===== src/rtl/wb_stage.sv =====
`default_nettype none
//------------------------------------------------------------------------------
// Module      : wb_stage (with package core_pkg)
// Description : Write-back stage. Accepts one retiring instruction per
//               handshake, selects the write-back source, waits for the
//               data-memory response on loads, extracts and extends the
//               loaded value, and emits one registered register-file write.
//               Optional retire counter enabled by macro WB_RETIRE_CNT_EN.
// Revision    : 1.0 - initial release
//------------------------------------------------------------------------------

package core_pkg;
   typedef enum logic [1:0] {
      WB_ALU = 2'd0,
      WB_MEM = 2'd1,
      WB_PC4 = 2'd2
   } wb_sel_e;
endpackage

module wb_stage
   import core_pkg::*;
#(
   parameter int DATA_WIDTH         = 32,
   parameter int REG_MEM_ADDR_WIDTH = 5
) (
   input  logic                          clk,
   input  logic                          rst,
   input  logic                          in_valid_i,
   output logic                          in_ready_o,
   input  logic [DATA_WIDTH-1:0]         alu_result_i,
   input  logic [DATA_WIDTH-1:0]         pc_plus4_i,
   input  logic [REG_MEM_ADDR_WIDTH-1:0] rd_addr_i,
   input  logic [2:0]                    funct3_i,
   input  logic                          RegWrite_i,
   input  wb_sel_e                       WBSel_i,
   input  logic                          dmem_rvalid_i,
   input  logic [DATA_WIDTH-1:0]         dmem_rdata_i,
   output logic [REG_MEM_ADDR_WIDTH-1:0] wr_addr_o,
   output logic [DATA_WIDTH-1:0]         wr_data_o,
   output logic                          wr_en_o,
   output logic                          err_o,
   output logic [63:0]                   instret_o
);

   typedef enum logic [0:0] {
      S_IDLE      = 1'b0,
      S_WAIT_LOAD = 1'b1
   } state_e;

   state_e                        state_q,    state_d;
   logic [REG_MEM_ADDR_WIDTH-1:0] rd_q,       rd_d;
   logic [2:0]                    funct3_q,   funct3_d;
   logic                          regwr_q,    regwr_d;
   logic [1:0]                    addr_lo_q,  addr_lo_d;
   logic                          wr_en_q,    wr_en_d;
   logic [REG_MEM_ADDR_WIDTH-1:0] wr_addr_q,  wr_addr_d;
   logic [DATA_WIDTH-1:0]         wr_data_q,  wr_data_d;
   logic                          err_q,      err_d;
   logic [7:0]                    load_byte;
   logic [15:0]                   load_half;
   logic [DATA_WIDTH-1:0]         load_val;

   assign in_ready_o = (state_q == S_IDLE);
   assign wr_en_o    = wr_en_q;
   assign wr_addr_o  = wr_addr_q;
   assign wr_data_o  = wr_data_q;
   assign err_o      = err_q;

   // Load extraction: pick byte/half by captured address bits, then extend
   always_comb begin
      load_byte = 8'h00;
      case (addr_lo_q)
         2'd0:    load_byte = dmem_rdata_i[7:0];
         2'd1:    load_byte = dmem_rdata_i[15:8];
         2'd2:    load_byte = dmem_rdata_i[23:16];
         default: load_byte = dmem_rdata_i[31:24];
      endcase
      // a[0] is ignored for halves; misalignment is resolved upstream
      load_half = addr_lo_q[1] ? dmem_rdata_i[31:16] : dmem_rdata_i[15:0];
      case (funct3_q)
         3'b000:  load_val = {{(DATA_WIDTH-8){load_byte[7]}}, load_byte};
         3'b100:  load_val = {{(DATA_WIDTH-8){1'b0}}, load_byte};
         3'b001:  load_val = {{(DATA_WIDTH-16){load_half[15]}}, load_half};
         3'b101:  load_val = {{(DATA_WIDTH-16){1'b0}}, load_half};
         default: load_val = dmem_rdata_i;   // LW and unused encodings
      endcase
   end

   // Next-state and registered-output computation
   always_comb begin
      state_d   = state_q;
      rd_d      = rd_q;
      funct3_d  = funct3_q;
      regwr_d   = regwr_q;
      addr_lo_d = addr_lo_q;
      wr_en_d   = 1'b0;
      wr_addr_d = wr_addr_q;
      wr_data_d = wr_data_q;
      err_d     = err_q;
      case (state_q)
         S_IDLE: begin
            // A response with no outstanding load is an error and writes nothing
            if (dmem_rvalid_i) begin
               err_d = 1'b1;
            end
            if (in_valid_i) begin
               rd_d      = rd_addr_i;
               funct3_d  = funct3_i;
               regwr_d   = RegWrite_i;
               addr_lo_d = alu_result_i[1:0];
               if (WBSel_i == WB_MEM) begin
                  state_d = S_WAIT_LOAD;
               end else begin
                  wr_en_d   = RegWrite_i && (rd_addr_i != '0);
                  wr_addr_d = rd_addr_i;
                  wr_data_d = (WBSel_i == WB_PC4) ? pc_plus4_i : alu_result_i;
               end
            end
         end
         S_WAIT_LOAD: begin
            if (dmem_rvalid_i) begin
               wr_en_d   = regwr_q && (rd_q != '0);
               wr_addr_d = rd_q;
               wr_data_d = load_val;
               state_d   = S_IDLE;
            end
         end
         default: state_d = S_IDLE;
      endcase
   end

   // State and output registers
   always_ff @(posedge clk or posedge rst) begin
      if (rst) begin
         state_q   <= S_IDLE;
         rd_q      <= '0;
         funct3_q  <= '0;
         regwr_q   <= 1'b0;
         addr_lo_q <= '0;
         wr_en_q   <= 1'b0;
         wr_addr_q <= '0;
         wr_data_q <= '0;
         err_q     <= 1'b0;
      end else begin
         state_q   <= state_d;
         rd_q      <= rd_d;
         funct3_q  <= funct3_d;
         regwr_q   <= regwr_d;
         addr_lo_q <= addr_lo_d;
         wr_en_q   <= wr_en_d;
         wr_addr_q <= wr_addr_d;
         wr_data_q <= wr_data_d;
         err_q     <= err_d;
      end
   end

`ifdef WB_RETIRE_CNT_EN
   logic        retire;
   logic [63:0] instret_q, instret_d;

   // Count every completed instruction, independent of RegWrite or rd
   always_comb begin
      retire    = ((state_q == S_IDLE) && in_valid_i && (WBSel_i != WB_MEM)) ||
                  ((state_q == S_WAIT_LOAD) && dmem_rvalid_i);
      instret_d = instret_q + {63'd0, retire};
   end

   // Retire counter register; wraps naturally at 2^64
   always_ff @(posedge clk or posedge rst) begin
      if (rst) begin
         instret_q <= '0;
      end else begin
         instret_q <= instret_d;
      end
   end

   assign instret_o = instret_q;
`else
   assign instret_o = '0;
`endif

endmodule

`default_nettype wire


===== config.mk =====
export PLATFORM = sky130hd
export DESIGN_NAME = wb_stage
export DESIGN_NICKNAME = d
export VERILOG_FILES = /design/src/rtl/wb_stage.sv
export SDC_FILE = /design/constraint.sdc
export NUM_CORES = 1
export LEC_CHECK = 0
export ABC_AREA = 1
export ABC_CLOCK_PERIOD_IN_PS = 1800
export BUFFER_PORTS_ARGS = -buffer_cell sky130_fd_sc_hd__buf_4
export CAP_MARGIN = 30
export CORE_ASPECT_RATIO = 1.5
export CORE_UTILIZATION = 40
export CTS_BUF_LIST = sky130_fd_sc_hd__clkbuf_16
export CTS_CLUSTER_SIZE = 14
export DETAILED_ROUTE_END_ITERATION = 16
export PLACE_DENSITY_LB_ADDON = 0.3
export SLEW_MARGIN = 25
export SYNTH_ARGS = -nofsm -noshare
export SYNTH_HDL_FRONTEND = slang
export SYNTH_SLANG_ARGS = --single-unit

===== constraint.sdc =====
create_clock -name clk -period 1.8 [get_ports clk]
set_input_delay 0.27 -clock clk [delete_from_list [all_inputs] [get_ports clk]]
set_output_delay 0.27 -clock clk [all_outputs]
set_load 0.005 [all_outputs]

==> impl_metrics.csv, run 1 <==
group,metric,value,unit
outcome,status,"complete, no violations",
finish,fin_nets,833,
yosys,postSynthAreaPerCell,6.52,um^2
yosys,synth_area,3770,um^2
yosys,synthTopCellsByCount,"nand2_1, buf_4, dfrtp_1, nor2_1, a21oi_1",
clock_network,cts-hold-fix-buffers,0,
yosys,ys_ff_latch,51,
sta,max_freq,601,MHz
placed_design,hpwl,9130,um
sta,hold_viol,0,
die,core_area,9200,um^2
yosys,synth_top_area_cell,"dfrtp_1",
sta,slew_viol_final,0,
yosys,synth_top_area_frac,0.338,
yosys,yosysWarningCount,0,
clock_network,ctsLongestPathBuffers,2,
yosys,synth.distinct_cells,31,
worst_setup_path,slowest_stage,"dfrtp_1",
finish,drive_above_1_share,0.259,
routing,finalWirelength,11600,um
yosys,synth_seq_area_share,0.338,
clock_network,cts_tree,"built",
placed_design,port_buffers,150,
routing,first_iter_violations,313,
worst_setup_path,crit_buf_inv,4,
worst_setup_path,startpoint_type,"flop",
pwr,vdd_drop_max,0.710,mV
finish,fin_area,4990,um^2
worst_setup_path,critical_path.top_delay_family,"buffers and inverters",
clock_network,numCtsBuffers,5,
worst_setup_path,worstPathCellList,"buf_4 -> inv_2 -> buf_4 -> o21ai_0 -> o21ai_0 -> inv_1 -> a21oi_1",
clock_network,cts_root_buf,"clkbuf_16",
global_routing,grt_max_degree,52,
sta,fin_crit_sh,0.925,
worst_setup_path,r2r_setup_slack,0.14,ns
placed_design,place_congestion,0.935,
finish,fin_cells,835,
worst_setup_path,timing.rr.start,"state_q$_DFF_PP0_",
global_routing,track_usage,0.243,
hold_path,hold_class,"input pin to async pin",
worst_setup_path,cp.arrival,1.89,ns
worst_setup_path,critPathMaxFanout,20,
global_routing,grt_pass1_wl,18100,um
routing,drc,0,
worst_setup_path,slowest_delay,0.46,ns
routing,ant_nets,0,
clock_network,worstSkewPairLatency,0.30,ns
die,start_util,0.410,
worst_setup_path,path_class,"flop to flop",
die,row_count,43,
worst_setup_path,cp.required,2.02,ns
run,drv_cap,0,
die,die-area,9830,um^2
placed_design,dpl_cell_area,4810,um^2
yosys,ys_async_sr_fraction,1.00,
yosys,synth.top_cells.by_area,"dfrtp_1, nand2_1, buf_4",
global_routing,first_global_vias,3843,
finish,seqCellArea,1280,um^2
yosys,synth_edf_count,0,
worst_setup_path,r2r_cells,7,
clock_network,path_clk_slew,0.07,ns
routing,num_vias,4069,
sta,fin_skew,0.00593,ns
global_routing,grt_antenna_before_repair,0,
sta,tightest_slew,0.602,ns
finish,multi_input_area,1960,um^2
worst_setup_path,crit-reg2reg-capture,"wr_data_o[9]$_DFFE_PP0P_",
sta,relSlewSlack,0.598,
pwr,p_leak,2.76,nW
finish,fillers,931,
die,die_width,81.3,um
die,die_y,121,um
clock_network,h-tree-depth,2,
sta,setup_viol,0,
die,io_pins,215,
yosys,synth.most_common_cell,"nand2_1",
finish,synthToLayoutAreaGrowth,32.4,%
global_routing,grt_overflow,0,
clock_network,clock_sinks,51,
sta,rsz0062_at_grt,"false",
pwr,p_per_area,1310,nW/um^2
sta,min_period,1.66,ns
routing,vias_per_cell,4.87,
finish,diodes,0,
sta,fin_tns_setup,0,ns
worst_setup_path,end_kind,"flop",
routing,wire_per_inst,14.0,um
routing,first_pass_iters,7,
yosys,synthCells,578,
placed_design,dp.cells,826,
yosys,synthFlopType,"dfrtp_1",
## routing by layer
layer | global-route usage | wire, um | up-vias
li1 | - | - | 1989
met5 | 0 | 0 | -
met3 | 0.0353 | 770 | 25
met1 | 0.281 | 4480 | 1827
met4 | 0.117 | 424 | 0
met2 | 0.424 | 5970 | 228
## final cells by class
type,count,area share
Multi-Input combinational cell,454,0.392
Timing Repair Buffer,167,0.259
Sequential cell,51,0.256
Inverter,43,0.0328
Tap cell,112,0.0281
Clock buffer,5,0.0251
Clock inverter,3,0.00777
## through the flow
step / setup WS [ns] / hold WS (ns) / util / power [W]
after global routing: 0.00566 / 0.0391 / 0.543 / 0.00712
after global placement: 0.138 / 0.339 / 0.523 / 0.00538
after CTS: 0.0650 / 0.0288 / 0.540 / 0.00655
after floorplan: 0.300 / 0.387 / - / 0.00402
after detailed placement: 0.0756 / 0.348 / 0.523 / 0.00545
final: 0.136 / 0.0146 / 0.543 / 0.00656
## report_power, final
group / total [W] / switching [W] / internal (W) / leakage (nW)
clock network: 0.00108 / 0.000432 / 0.000649 / 0.0812
registers: 0.00204 / 0.000378 / 0.00166 / 0.609
logic: 0.00344 / 0.00191 / 0.00153 / 2.07
total: 0.00656 / 0.00272 / 0.00384 / 2.76
## flip-flops by register name, indices dropped and copies added, names as in the netlist
register and count:
addr_lo_q 2, err_o 1, funct3_q 3, rd_q 5, regwr_q 1, state_q 1, wr_addr_o 5, wr_data_o 32
wr_en_o 1
## worst max-delay path by stage
stage                     slack (ns)                        end  cells after the start                      from
after floorplan                 0.30   addr_lo_q[0]$_DFFE_PP0P_                      1                       rst
after global placement          0.14   wr_data_o[1]$_DFFE_PP0P_                      8  addr_lo_q[0]$_DFFE_PP0P_
after detailed placement        0.08  wr_data_o[23]$_DFFE_PP0P_                      8  addr_lo_q[1]$_DFFE_PP0P_
after CTS                       0.06  wr_data_o[24]$_DFFE_PP0P_                      8  addr_lo_q[1]$_DFFE_PP0P_
after global routing           0.006   wr_data_o[1]$_DFFE_PP0P_                      7  addr_lo_q[1]$_DFFE_PP0P_
final                           0.14   wr_data_o[9]$_DFFE_PP0P_                      7         state_q$_DFF_PP0_
## repair_timing
item,in CTS,in global routing
endpoints found under the setup margin,0,17
buffers inserted,0,1
gates resized for setup,0,1
## cells in the final DEF (no fill, tap or decap), types with 2 or more instances in the layout
cell	Yosys	final
a21oi_1	42	42
a31oi_1	22	22
buf_12	0	3
buf_4	64	164
clkbuf_16	0	5
conb_1	1	64
dfrtp_1	51	51
inv_1	40	38
inv_2	2	4
nand2_1	204	204
nand3_1	11	11
nor2_1	51	49
nor2_2	0	2
nor3_1	2	2
o211ai_1	4	4
o21ai_0	41	41
## cell families (layout without fill, tap and decap cells)
family / Yosys count / after routing / share of synthesized area
AND/OR/NAND/NOR: 276 / 276 / 0.288
flip-flops: 51 / 51 / 0.338
buffers and inverters: 136 / 218 / 0.206
AO/OA/AOI/OAI: 114 / 114 / 0.167
other: 1 / 64 / 0.000994
## worst reg2reg max path: cells and delay by family, from the launching register on
family	cells	cell delay [ns]
AO/OA/AOI/OAI	3	0.51
buffers and inverters	4	0.62
flip-flops	1	0.46
No activity file was read; power rests on OpenSTA's default activity.
==> run 2, diff against run 1 <==
--- a/config.mk
+++ b/config.mk
@@ -9,7 +9,7 @@
 export ABC_CLOCK_PERIOD_IN_PS = 1800
 export BUFFER_PORTS_ARGS = -buffer_cell sky130_fd_sc_hd__buf_4
 export CAP_MARGIN = 30
-export CORE_ASPECT_RATIO = 1.5
+export CORE_ASPECT_RATIO = 1.25
 export CORE_UTILIZATION = 40
 export CTS_BUF_LIST = sky130_fd_sc_hd__clkbuf_16
 export CTS_CLUSTER_SIZE = 14
==> run 2 against run 1 <==
Net effect:
- non-clock buffer count rose by 1
- largest cell class unchanged
- routed wire length shrank 3.0%
- register-to-register slack better by 0.05 ns
- count of clock-buffer cells in the layout stayed put
- critical endpoint is now in_ready_o
- utilization rose by 0.61 points
==> impl_metrics.csv, run 2 (synthesized netlist as in run 1, its figures left out) <==
group,metric,value,unit
pwr,vdd_drop_max,0.516,mV
finish,layout_common_cells,"nand2_1, buf_4, conb_1",
pwr,switching_share,0.420,
pwr,p_per_area,1270,nW/um^2
sta,max_freq,588,MHz
placed_design,place_congestion,0.918,
die,row_count,39,
finish,drive_above_1_share,0.260,
worst_setup_path,cp.required,1.53,ns
clock_network,path_clk_slew,0.07,ns
worst_setup_path,cp.arrival,1.43,ns
outcome,status,"complete, no violations",
die,io_pins,215,
finish,synthToLayoutAreaGrowth,32.8,%
sta,hold_viol,0,
routing,num_vias,4058,
clock_network,cts_root_buf,"clkbuf_16",
clock_network,worstSkewPairLatency,0.29,ns
global_routing,grt_antenna_before_repair,0,
global_routing,grt_max_degree,36,
sta,fin_skew,0.00966,ns
clock_network,cts_tree,"built",
hold_path,hold_class,"input pin to flop",
routing,drc,0,
finish,final_common_cell,"nand2_1",
routing,wire_per_inst,13.4,um
global_routing,track_usage,0.231,
pwr,p_seq_frac,0.320,
routing,vias_per_cell,4.80,
die,core_area,9130,um^2
clock_network,ctsLongestPathBuffers,2,
worst_setup_path,end_kind,"output pin",
clock_network,clock_sinks,51,
global_routing,grt_overflow,0,
pwr,netSwitchingPower,0.00267,W
worst_setup_path,crit_buf_inv,3,
placed_design,dpl_cell_area,4830,um^2
pwr,total_power,0.00637,W
die,die_width,88.8,um
worst_setup_path,slowest_delay,0.61,ns
placed_design,port_buffers,150,
run,drv_cap,0,
sta,slew_viol_final,0,
sta,fin_tns_setup,0,ns
sta,whs,0.189,ns
pwr,combPwrFrac,0.536,
worst_setup_path,crit_cells,3,
pwr,p_int,0.00370,W
global_routing,grt_pass1_wl,17600,um
routing,ant_nets,0,
die,start_util,0.413,
clock_network,h-tree-depth,2,
sta,setup_viol,0,
routing,finalWirelength,11300,um
sta,rsz0062_at_grt,"false",
worst_setup_path,critPathMaxFanout,23,
global_routing,first_global_vias,3767,
finish,fillers,931,
pwr,p_leak,2.76,nW
hold_path,holdPathStages,3,
worst_setup_path,cpMostUsedCell,"buf_4",
clock_network,numCtsBuffers,5,
sta,min_period,1.70,ns
placed_design,hpwl,8760,um
worst_setup_path,startpoint_type,"flop",
pwr,clock_power_share,0.145,
sta,fin_crit_sh,0.945,
finish,fin_area,5010,um^2
routing,first_iter_violations,186,
routing,first_pass_iters,4,
worst_setup_path,path_class,"flop to output pin",
worst_setup_path,critical_path.top_delay_family,"flip-flops",
worst_setup_path,worstPathCellList,"inv_6 -> buf_4 -> buf_4",
worst_setup_path,r2r_cells,8,
worst_setup_path,slowest_stage,"dfrtp_1",
finish,diodes,0,
die,die-area,9820,um^2
die,die_y,111,um
finish,fin_nets,834,
finish,largest_reg_flops,32,
[run 2: worst paths after layout]
check / startpoint / endpoint / slack, ns
setup / recovery: state_q$_DFF_PP0_ / in_ready_o / 0.1
hold / removal: funct3_i[2] / funct3_q[2]$_DFFE_PP0P_ / 0.19
setup reg to reg: state_q$_DFF_PP0_ / wr_data_o[19]$_DFFE_PP0P_ / 0.19
hold reg to reg: err_o$_DFFE_PP0P_ / err_o$_DFFE_PP0P_ / 0.47
max in group asynchronous: rst / addr_lo_q[1]$_DFFE_PP0P_ / 0.89
min in group asynchronous: rst / wr_addr_o[2]$_DFFE_PP0P_ / 0.38
[run 2: tightest hold or removal path: stages]
cell	delay, ns
buf_4	0.08
nand2_1	0.04
nand2_1	0.05
[run 2: layout make-up]
cell class | count | area [um^2] | area share
tap | 123 | 154 | 0.0307
timing repair buffer | 168 | 1310 | 0.262
clock buffer | 5 | 125 | 0.0250
clock inverter | 2 | 8.76 | 0.00175
sequential | 51 | 1280 | 0.255
multi-input combinational | 454 | 1960 | 0.391
inverter | 43 | 169 | 0.0337
[run 2: power groups by stage]
stage / logic (W) / clock network, W / registers, W
global placement: 0.00328 / 0 / 0.00203
floorplan: 0.00203 / 0 / 0.00199
detailed placement: 0.00336 / 0 / 0.00203
finish: 0.00341 / 0.000922 / 0.00204
global route: 0.00384 / 0.000985 / 0.00210
CTS: 0.00338 / 0.000939 / 0.00203
[run 2: layer usage]
metal / part of all wire / global-route usage
met1: 0.40 / 0.280
met2: 0.51 / 0.403
met3: 0.059 / 0.0329
met4: 0.029 / 0.0914
met5: 0 / 0
[run 2: through the flow]
step | setup slack, ns | instances | util
final | 0.0982 | 846 | 0.549
after global routing | 0.0189 | 846 | 0.549
after CTS | 0.0574 | 845 | 0.546
after detailed placement | 0.0873 | 837 | 0.530
after global placement | 0.190 | 837 | 0.530
after floorplan | 0.300 | 641 | -
[run 2: repair_timing]
item / in CTS / in global routing
pin swaps: 0 / 1
buffers inserted: 0 / 1
endpoints found under the setup margin: 1 / 18
endpoints found under the hold margin: 1 / 0
hold buffers: 1 / 0
resized for setup: 1 / 4
==> run 3, diff against run 2 <==
--- a/config.mk
+++ b/config.mk
@@ -15,6 +15,7 @@
 export CTS_CLUSTER_SIZE = 14
 export DETAILED_ROUTE_END_ITERATION = 16
 export PLACE_DENSITY_LB_ADDON = 0.3
+export RECOVER_POWER = 25
 export SLEW_MARGIN = 25
 export SYNTH_ARGS = -nofsm -noshare
 export SYNTH_HDL_FRONTEND = slang
==> run 3 against run 2 <==
Net effect:
- first-iteration DRC count rose by 1.1%
- utilization is 0.055 points lower
- register-to-register slack about the same
- combinational power hardly changed
- final cell count unchanged
- maximum frequency down 0.35%
- critical path type unchanged
- sequential cell count did not move
- routed wire length shrank 0.33%
- design area hardly changed
==> impl_metrics.csv, run 3 (synthesized netlist as in run 1, its figures left out) <==
group,metric,value,unit
global_routing,grt_max_degree,36,
worst_setup_path,cpMostUsedCell,"buf_4",
worst_setup_path,crit_buf_inv,3,
global_routing,grt_pass1_wl,17600,um
pwr,vdd_drop_max,0.516,mV
clock_network,h-tree-depth,2,
pwr,combPwrFrac,0.535,
pwr,netSwitchingPower,0.00267,W
sta,setup_viol,0,
placed_design,port_buffers,150,
worst_setup_path,cp.required,1.53,ns
placed_design,place_congestion,0.918,
routing,num_vias,4049,
die,die_y,111,um
sta,hold_viol,0,
pwr,switching_share,0.420,
routing,wirelength_met1,4520,um
hold_path,hold_class,"input pin to flop",
worst_setup_path,critical_path.top_delay_family,"flip-flops",
clock_network,clock_sinks,51,
clock_network,cts_root_buf,"clkbuf_16",
sta,rsz0062_at_grt,"false",
sta,max_freq,586,MHz
die,io_pins,215,
clock_network,worstSkewPairLatency,0.29,ns
sta,relSlewSlack,0.543,
finish,largest_reg_flops,32,
finish,final_common_cell,"nand2_1",
global_routing,grt_antenna_before_repair,0,
clock_network,path_clk_slew,0.07,ns
routing,first_iter_violations,188,
worst_setup_path,path_class,"flop to output pin",
sta,slew_viol_final,0,
pwr,total_power,0.00636,W
run,drv_cap,0,
placed_design,hpwl,8760,um
routing,vias_per_cell,4.79,
finish,synthToLayoutAreaGrowth,32.7,%
die,die_width,88.8,um
global_routing,first_global_vias,3767,
routing,top_layer,"met4",
sta,fin_tns_setup,0,ns
global_routing,track_usage,0.231,
routing,drc,0,
finish,fin_util,0.548,
worst_setup_path,end_kind,"output pin",
placed_design,dp_slack,0.0873,ns
die,start_util,0.413,
outcome,status,"complete, no violations",
routing,first_pass_iters,4,
pwr,p_seq_frac,0.320,
finish,fin_nets,834,
clock_network,numCtsBuffers,5,
pwr,p_leak,2.76,nW
finish,drive_above_1_share,0.259,
worst_setup_path,startpoint_type,"flop",
routing,routed-wl-met3,648,um
sta,fin_skew,0.00972,ns
pwr,clock_power_share,0.145,
routing,finalWirelength,11300,um
worst_setup_path,slowest_delay,0.62,ns
sta,fin_ws,0.0923,ns
die,core_area,9130,um^2
die,die-area,9820,um^2
pwr,p_int,0.00369,W
finish,diodes,0,
routing,ant_nets,0,
sta,tightest_slew,0.685,ns
die,row_count,39,
routing,wire_per_inst,13.3,um
finish,layout_common_cells,"nand2_1, buf_4, conb_1",
pwr,p_per_area,1270,nW/um^2
clock_network,cts_tree,"built",
sta,whs,0.189,ns
sta,min_period,1.71,ns
routing,wl_met2,5760,um
global_routing,grt_overflow,0,
worst_setup_path,worstPathCellList,"inv_6 -> buf_4 -> buf_4",
clock_network,ctsLongestPathBuffers,2,
worst_setup_path,critPathMaxFanout,23,
sta,fin_crit_sh,0.949,
worst_setup_path,slowest_stage,"dfrtp_1",
worst_setup_path,cp.arrival,1.44,ns
run 3: power groups by stage:
| stage | sequential [W] | combinational (W) | clock, W |
|---|---|---|---|
| final | 0.00204 | 0.00341 | 0.000921 |
| after global routing | 0.00210 | 0.00384 | 0.000985 |
| after CTS | 0.00203 | 0.00338 | 0.000939 |
| after detailed placement | 0.00203 | 0.00336 | 0 |
| after global placement | 0.00203 | 0.00328 | 0 |
| after floorplan | 0.00199 | 0.00203 | 0 |
run 3: area by class of cell:
class,count,area [um^2]
inverter,43,169
fill,932,4120
sequential,51,1280
timing repair buffer,168,1310
clock inverter,2,8.76
tap,123,154
multi-input combinational,454,1960
clock buffer,5,125
run 3: metal layers:
layer / vias up / global-route usage
li1: 1997 / -
met1: 1853 / 0.280
met2: 174 / 0.403
met3: 25 / 0.0329
met4: 0 / 0.0914
met5: - / 0
run 3: worst paths after layout:
kind / from / endpoint / slack [ns] / cells past startpoint
max: state_q$_DFF_PP0_ / in_ready_o / 0.09 / 3
min reg2reg: err_o$_DFFE_PP0P_ / err_o$_DFFE_PP0P_ / 0.47 / 1
max in group asynchronous: rst / addr_lo_q[1]$_DFFE_PP0P_ / 0.54 / 4
min in group asynchronous: rst / wr_addr_o[2]$_DFFE_PP0P_ / 0.38 / 3
min: funct3_i[2] / funct3_q[2]$_DFFE_PP0P_ / 0.19 / 3
max reg2reg: state_q$_DFF_PP0_ / wr_data_o[6]$_DFFE_PP0P_ / 0.18 / 7
run 3: per-stage QoR:
step / area (um^2) / std cells
6_report: 5000 / 846
5_1_grt: 5000 / 846
2_1_floorplan: 4010 / 641
3_3_place_gp: 4830 / 837
3_5_place_dp: 4830 / 837
4_1_cts: 4980 / 845
run 3: worst reg2reg max path: stages (launching register included):
cell     delay [ns]
dfrtp_1        0.54
nor2_4         0.17
nand2_1        0.08
nand2_1        0.14
buf_4          0.25
o21ai_0        0.14
a21oi_1        0.14
nor2_1         0.05
run 3: what timing repair did:
action,4_1_cts,5_1_grt
pin swaps,0,1
hold buffers,1,0
endpoints found under the setup margin,1,18
resized for setup,1,4
setup buffers,0,1
endpoints found under the hold margin,1,0
